<file path="src/rtl/trace_fifo.sv">
// -----------------------------------------------------------------------------
// trace_fifo
// Synchronous FIFO holding expected trace records. Head is read
// combinationally so the checker can compare a beat in the cycle it arrives.
// Ports:
//   clk, rst     - clock, asynchronous active-low reset
//   clr_i        - synchronous flush (pointers and count to zero)
//   push_i       - write wdata_i at tail (ignored when full)
//   pop_i        - drop head record (ignored when empty)
//   wdata_i      - record to write
//   rdata_o      - head record
//   rd_idx_o     - head index (read pointer)
//   full_o, empty_o, count_o - occupancy status, count in 0..DEPTH
// -----------------------------------------------------------------------------
module trace_fifo #(
  parameter int DEPTH = 16,
  parameter int WIDTH = 65
) (
  input  logic                       clk,
  input  logic                       rst,
  input  logic                       clr_i,
  input  logic                       push_i,
  input  logic                       pop_i,
  input  logic [WIDTH-1:0]           wdata_i,
  output logic [WIDTH-1:0]           rdata_o,
  output logic [$clog2(DEPTH)-1:0]   rd_idx_o,
  output logic                       full_o,
  output logic                       empty_o,
  output logic [$clog2(DEPTH):0]     count_o
);

  localparam int IDX_W = $clog2(DEPTH);
  localparam logic [IDX_W-1:0] PTR_ONE = 1;
  localparam logic [IDX_W:0]   CNT_ONE = 1;
  localparam logic [IDX_W:0]   CNT_MAX = DEPTH;

  logic [WIDTH-1:0] mem_q [DEPTH];
  logic [IDX_W-1:0] wr_ptr_q, rd_ptr_q;
  logic [IDX_W:0]   count_q;
  logic             do_push, do_pop;

  assign full_o   = (count_q == CNT_MAX);
  assign empty_o  = (count_q == '0);
  assign do_push  = push_i && !full_o && !clr_i;
  assign do_pop   = pop_i && !empty_o && !clr_i;
  assign rdata_o  = mem_q[rd_ptr_q];
  assign rd_idx_o = rd_ptr_q;
  assign count_o  = count_q;

  // Storage carries no reset so it maps onto distributed RAM.
  always_ff @(posedge clk) begin
    if (do_push) begin
      mem_q[wr_ptr_q] <= wdata_i;
    end
  end

  // DEPTH is a power of two, so the pointers wrap by natural overflow.
  always_ff @(posedge clk or negedge rst) begin
    if (!rst) begin
      wr_ptr_q <= '0;
      rd_ptr_q <= '0;
      count_q  <= '0;
    end else if (clr_i) begin
      wr_ptr_q <= '0;
      rd_ptr_q <= '0;
      count_q  <= '0;
    end else begin
      if (do_push) wr_ptr_q <= wr_ptr_q + PTR_ONE;
      if (do_pop)  rd_ptr_q <= rd_ptr_q + PTR_ONE;
      case ({do_push, do_pop})
        2'b10:   count_q <= count_q + CNT_ONE;
        2'b01:   count_q <= count_q - CNT_ONE;
        default: count_q <= count_q;
      endcase
    end
  end

endmodule

</file>
<file path="config.mk">
export PLATFORM = sky130hd
export DESIGN_NAME = trace_fifo
export DESIGN_NICKNAME = d
export VERILOG_FILES = /design/src/rtl/trace_fifo.sv
export SDC_FILE = /design/constraint.sdc
export NUM_CORES = 1
export LEC_CHECK = 0
export BUFFER_PORTS_ARGS = -buffer_cell sky130_fd_sc_hd__buf_4
export CAP_MARGIN = 10
export CORE_AREA = 2 2 304 306
export CTS_CLUSTER_SIZE = 12
export DETAILED_ROUTE_END_ITERATION = 10
export DIE_AREA = 0 0 306 308
export GPL_ROUTABILITY_DRIVEN = 0
export PLACE_DENSITY = 0.64
export REMOVE_ABC_BUFFERS = 1
export SETUP_SLACK_MARGIN = 0.5
export SYNTH_ARGS = -nofsm -noshare
export SYNTH_HDL_FRONTEND = slang
export SYNTH_SLANG_ARGS = --single-unit
</file>
<file path="constraint.sdc">
create_clock -name clk -period 6.29 [get_ports clk]
set_clock_uncertainty 0.05 [all_clocks]
set_input_delay 0.9435 -clock clk [delete_from_list [all_inputs] [get_ports clk]]
set_output_delay 0.9435 -clock clk [all_outputs]
set_load 0.03 [all_outputs]
</file>
==> impl_results.html <==
<table>
<tr><th>Metric</th><th>Value</th></tr>
<tr><th colspan="2">Run status</th></tr>
<tr><td>Outcome</td><td>finished, final reports clean</td></tr>
<tr><th colspan="2">Clock tree</th></tr>
<tr><td>Post-cts repair resize count</td><td>0</td></tr>
<tr><td>Worst-case clock buffer depth</td><td>3</td></tr>
<tr><td>H-tree levels</td><td>3</td></tr>
<tr><td>Clk sink count</td><td>roughly 1100</td></tr>
<tr><td>Count of hold-fix buffers inserted at cts</td><td>0</td></tr>
<tr><td>Clock tree root buffer cell</td><td>sky130_fd_sc_hd__clkbuf_16</td></tr>
<tr><td>Post CTS Setup Buffer Count</td><td>0</td></tr>
<tr><td>CTS tree</td><td>built</td></tr>
<tr><td>TritonCTS Buffers</td><td>roughly 110</td></tr>
<tr><td>Clock latency on the worst-skew pair</td><td>0.65 ns</td></tr>
<tr><td>Clock-pin slew on the worst setup and hold paths</td><td>0.06 ns</td></tr>
<tr><th colspan="2">Drt</th></tr>
<tr><td>Aggregate routed wire length</td><td>93200 um</td></tr>
<tr><td>DRT met1 WL</td><td>about 40000 um</td></tr>
<tr><td>DRT Pass-1 Iters</td><td>5</td></tr>
<tr><td>Drc violations</td><td>0</td></tr>
<tr><td>Remaining number of nets flagged by the antenna check after routing</td><td>0</td></tr>
<tr><td>Iter 0 DRT Violations</td><td>2109</td></tr>
<tr><td>Routed length on met2</td><td>45100 um</td></tr>
<tr><td>Via count normalized by instance count</td><td>a little under 6</td></tr>
<tr><td>Top metal layer carrying routed signals</td><td>met5</td></tr>
<tr><td>Amount of wire on met3 after detailed routing</td><td>slightly above 6000 um</td></tr>
<tr><td>Detailed-route wire length per cell</td><td>26.7 um</td></tr>
<tr><td>Vias after detailed routing</td><td>between 20000 and 25000</td></tr>
<tr><th colspan="2">GRT</th></tr>
<tr><td>Wire length of the first global-routing pass</td><td>137000 um</td></tr>
<tr><td>Gr usage total</td><td>0.198</td></tr>
<tr><td>Initial antenna violation count</td><td>5</td></tr>
<tr><td>GRT overflow</td><td>0</td></tr>
<tr><td>Via count of the first global-routing pass</td><td>between 20000 and 25000</td></tr>
<tr><td>Largest net degree at the start of global routing</td><td>129</td></tr>
<tr><th colspan="2">Yosys</th></tr>
<tr><td>Post-synth design cell area</td><td>approximately 41000 um2</td></tr>
<tr><td>Post-Syn Instances</td><td>just over 2000</td></tr>
<tr><td>Sequential-to-total area share from yosys stat</td><td>0.777</td></tr>
<tr><td>Yosys top cell by area</td><td>sky130_fd_sc_hd__edfxtp_1</td></tr>
<tr><td>Largest cells by area after synthesis</td><td>sky130_fd_sc_hd__edfxtp_1 (77%), sky130_fd_sc_hd__mux4_2 (7.2%), sky130_fd_sc_hd__mux2i_1 (4.8%)</td></tr>
<tr><td>Total number of yosys warnings</td><td>0</td></tr>
<tr><td>Async SR Flop Fraction</td><td>0.0123</td></tr>
<tr><td>Count of flip-flops with a built-in enable after synthesis</td><td>~1000</td></tr>
<tr><td>Number of different library cells in the post-synthesis netlist</td><td>39</td></tr>
<tr><td>Synthesized area per cell</td><td>between 15 and 20 um2</td></tr>
<tr><td>Yosys top cell area share</td><td>0.769</td></tr>
<tr><td>Most used DFF post-synth</td><td>sky130_fd_sc_hd__edfxtp_1</td></tr>
<tr><td>Register bit count reported by yosys</td><td>1053</td></tr>
<tr><th colspan="2">Power</th></tr>
<tr><td>Internal cell power</td><td>12.5 mW</td></tr>
<tr><td>Sum of internal, switching and leakage power</td><td>roughly 17 mW</td></tr>
<tr><td>Total power per unit cell area</td><td>362 nW/um2</td></tr>
<tr><td>LEAKAGE</td><td>between 10 and 15 nW</td></tr>
<tr><td>Peak supply drop</td><td>~0.24 mV</td></tr>
<tr><td>Sw frac</td><td>0.255</td></tr>
<tr><td>Clock network fraction of total power</td><td>0.340</td></tr>
<tr><td>Switching pwr</td><td>about 4.3 mW</td></tr>
<tr><td>Combinational cell fraction of total power</td><td>0.187</td></tr>
<tr><td>Seq pwr share</td><td>0.472</td></tr>
<tr><th colspan="2">Cells and area</th></tr>
<tr><td>Number of diodes</td><td>0</td></tr>
<tr><td>Area of all placed cells without fillers</td><td>46500 um2</td></tr>
<tr><td>Number of fill cells in the layout</td><td>between 7000 and 8000</td></tr>
<tr><td>Multi-input gate area</td><td>8630 um2</td></tr>
<tr><td>Layout net count</td><td>between 2000 and 2500</td></tr>
<tr><td>Most common cell after layout, fill and taps aside</td><td>sky130_fd_sc_hd__edfxtp_1</td></tr>
<tr><td>Commonest cells after routing, fill and taps aside</td><td>sky130_fd_sc_hd__edfxtp_1 (1040), sky130_fd_sc_hd__mux2i_1 (196), sky130_fd_sc_hd__buf_4 (175), sky130_fd_sc_hd__o21ai_0 (131), sky130_fd_sc_hd__mux4_2 (130)</td></tr>
<tr><td>P&amp;R area growth vs syn</td><td>14.4%</td></tr>
<tr><td>Post-route non-filler standard cell count</td><td>3487</td></tr>
<tr><td>Area occupied by registers</td><td>about 32000 um2</td></tr>
<tr><td>Share of final-layout standard cells stronger than drive strength 1</td><td>0.236</td></tr>
<tr><td>Share of the core filled with cells in the final layout</td><td>0.511</td></tr>
<tr><th colspan="2">Setup path</th></tr>
<tr><td>Kind of end point of the critical path</td><td>output port</td></tr>
<tr><td>Sort of element at the start of the critical path</td><td>flop</td></tr>
<tr><td>Crit path required time</td><td>roughly 5.3 ns</td></tr>
<tr><td>Data arrival time of the critical path</td><td>between 3 and 4 ns</td></tr>
<tr><td>Crit Path Class</td><td>flop to output port</td></tr>
<tr><td>Highest fanout seen on the critical path</td><td>56</td></tr>
<tr><th colspan="2">Floorplanning</th></tr>
<tr><td>Ports</td><td>between 100 and 150</td></tr>
<tr><td>Floorplan die height</td><td>about 300 um</td></tr>
<tr><td>Num rows</td><td>approximately 110</td></tr>
<tr><td>Initial Utilization</td><td>0.446</td></tr>
<tr><td>Horizontal die dimension</td><td>just over 300 um</td></tr>
<tr><td>Die outline area</td><td>approximately 94000 um2</td></tr>
<tr><td>Core ar.</td><td>around 91000 um2</td></tr>
<tr><th colspan="2">Timing</th></tr>
<tr><td>Slew margin rel.</td><td>0.192</td></tr>
<tr><td>Final hold violations</td><td>0</td></tr>
<tr><td>Fin Hold WS</td><td>about 0.086 ns</td></tr>
<tr><td>Setup-failing EPs final</td><td>0</td></tr>
<tr><td>Slew at the pin closest to its max-slew limit</td><td>1.21 ns</td></tr>
<tr><td>Highest clock frequency the design can meet</td><td>approximately 220 MHz</td></tr>
<tr><td>Final clock period utilization by the worst path</td><td>0.722</td></tr>
<tr><td>RSZ-0062 raised after global routing</td><td>false</td></tr>
<tr><td>Fin crit period</td><td>approximately 4.5 ns</td></tr>
<tr><td>Final-report max-slew violation count</td><td>0</td></tr>
<tr><th colspan="2">Place</th></tr>
<tr><td>Total cell area at the placement stage</td><td>around 43000 um2</td></tr>
<tr><td>IO buf count</td><td>roughly 150</td></tr>
<tr><td>Cell count after placement</td><td>around 3300</td></tr>
<tr><td>Detailed-placement wirelength estimate</td><td>~47000 um</td></tr>
<tr><th colspan="2">Worst hold path</th></tr>
<tr><td>Type of the tightest min-delay check</td><td>input port to async pin</td></tr>
<tr><th colspan="2">Run</th></tr>
<tr><td># Max-Cap Violations</td><td>0</td></tr>
</table>
synthesized netlist by cell type (2+ instances only):
library cell and count:
sky130_fd_sc_hd__ha_1 8, sky130_fd_sc_hd__mux4_2 130, sky130_fd_sc_hd__a221oi_1 65, sky130_fd_sc_hd__mux2_2 69
sky130_fd_sc_hd__dfrtp_1 13, sky130_fd_sc_hd__nor2b_1 2, sky130_fd_sc_hd__a21oi_1 71, sky130_fd_sc_hd__or3_1 2
sky130_fd_sc_hd__xnor2_1 2, sky130_fd_sc_hd__and2_1 2, sky130_fd_sc_hd__a22oi_1 65, sky130_fd_sc_hd__nand2_1 77
sky130_fd_sc_hd__buf_4 20, sky130_fd_sc_hd__nor2_1 32, sky130_fd_sc_hd__o21ai_0 131, sky130_fd_sc_hd__buf_1 4
sky130_fd_sc_hd__mux2i_1 196, sky130_fd_sc_hd__edfxtp_1 1040, sky130_fd_sc_hd__inv_1 5, sky130_fd_sc_hd__clkbuf_1 60
sky130_fd_sc_hd__buf_2 29, sky130_fd_sc_hd__xor2_1 6, sky130_fd_sc_hd__a21o_1 2
critical path, cell delays in order, from the launching register on:
cell                      delay [ns]
sky130_fd_sc_hd__dfrtp_4        1.14
sky130_fd_sc_hd__buf_4          0.51
sky130_fd_sc_hd__mux2_2         0.38
sky130_fd_sc_hd__o21ai_0        0.16
sky130_fd_sc_hd__a21oi_1        0.10
sky130_fd_sc_hd__o21ai_0        0.21
sky130_fd_sc_hd__nand2_1        0.16
sky130_fd_sc_hd__buf_4          0.20
power by group through the flow:
stage	registers, mW	logic [mW]	clock network [mW]
final	7.94	3.15	5.72
after global routing	7.96	3.39	6.09
after CTS	7.95	3.21	5.82
after detailed placement	8.09	3.20	0
after global placement	8.08	3.16	0
after floorplan	8.30	2.14	0
sequential cells by signal, summed over array words and instances, names as in the netlist:
name,flops
wr_ptr_q,4
mem_q,1040
count_o,5
rd_idx_o,4
through the flow:
stage	setup slack [ns]	setup TNS (ns)
6_report	1.75	0
5_1_grt	1.52	0
4_1_cts	1.69	0
3_5_place_dp	2.39	0
3_3_place_gp	2.38	0
2_1_floorplan	-8.99	-618.51
logic make-up after synthesis:
family	share of synthesized area
flops	0.777
mux	0.140
compound gates	0.0525
simple gates	0.0123
buf+inv	0.0136
fa+ha+maj	0.00296
xor+xnor	0.00173
per-layer routing:
metal / GRT usage / vias up
met2: 0.322 / 651
met4: 0.0479 / 10
met5: 0 / -
met1: 0.279 / 10699
met3: 0.0352 / 128
li1: - / 8776
path summary, 6_finish.rpt:
| path | startpoint | end | slack (ns) | cells after the start |
|---|---|---|---|---|
| setup / recovery | rd_idx_o[0] | rdata_o[39] | 1.75 | 7 |
| hold / removal | rst | count_o[2] | 0.09 | 1 |
| setup reg to reg | count_o[0] | mem_q[3][29] | 2.94 | 5 |
| hold reg to reg | wr_ptr_q[3] | wr_ptr_q[3] | 0.56 | 2 |
| max in group asynchronous | rst | rd_idx_o[0] | 5.91 | 1 |
| min in group clk | wdata_i[20] | mem_q[11][20] | 0.52 | 1 |
cell type report:
class | instances | area share
multi-input cells | 876 | 0.186
flip-flops and latches | 1053 | 0.680
clock inverters | 27 | 0.00372
well taps | 1186 | 0.0319
repair buffers | 192 | 0.0356
clock buffers | 148 | 0.0629
inverters | 5 | 0.000404
No activity file was read; power rests on OpenSTA's default activity.
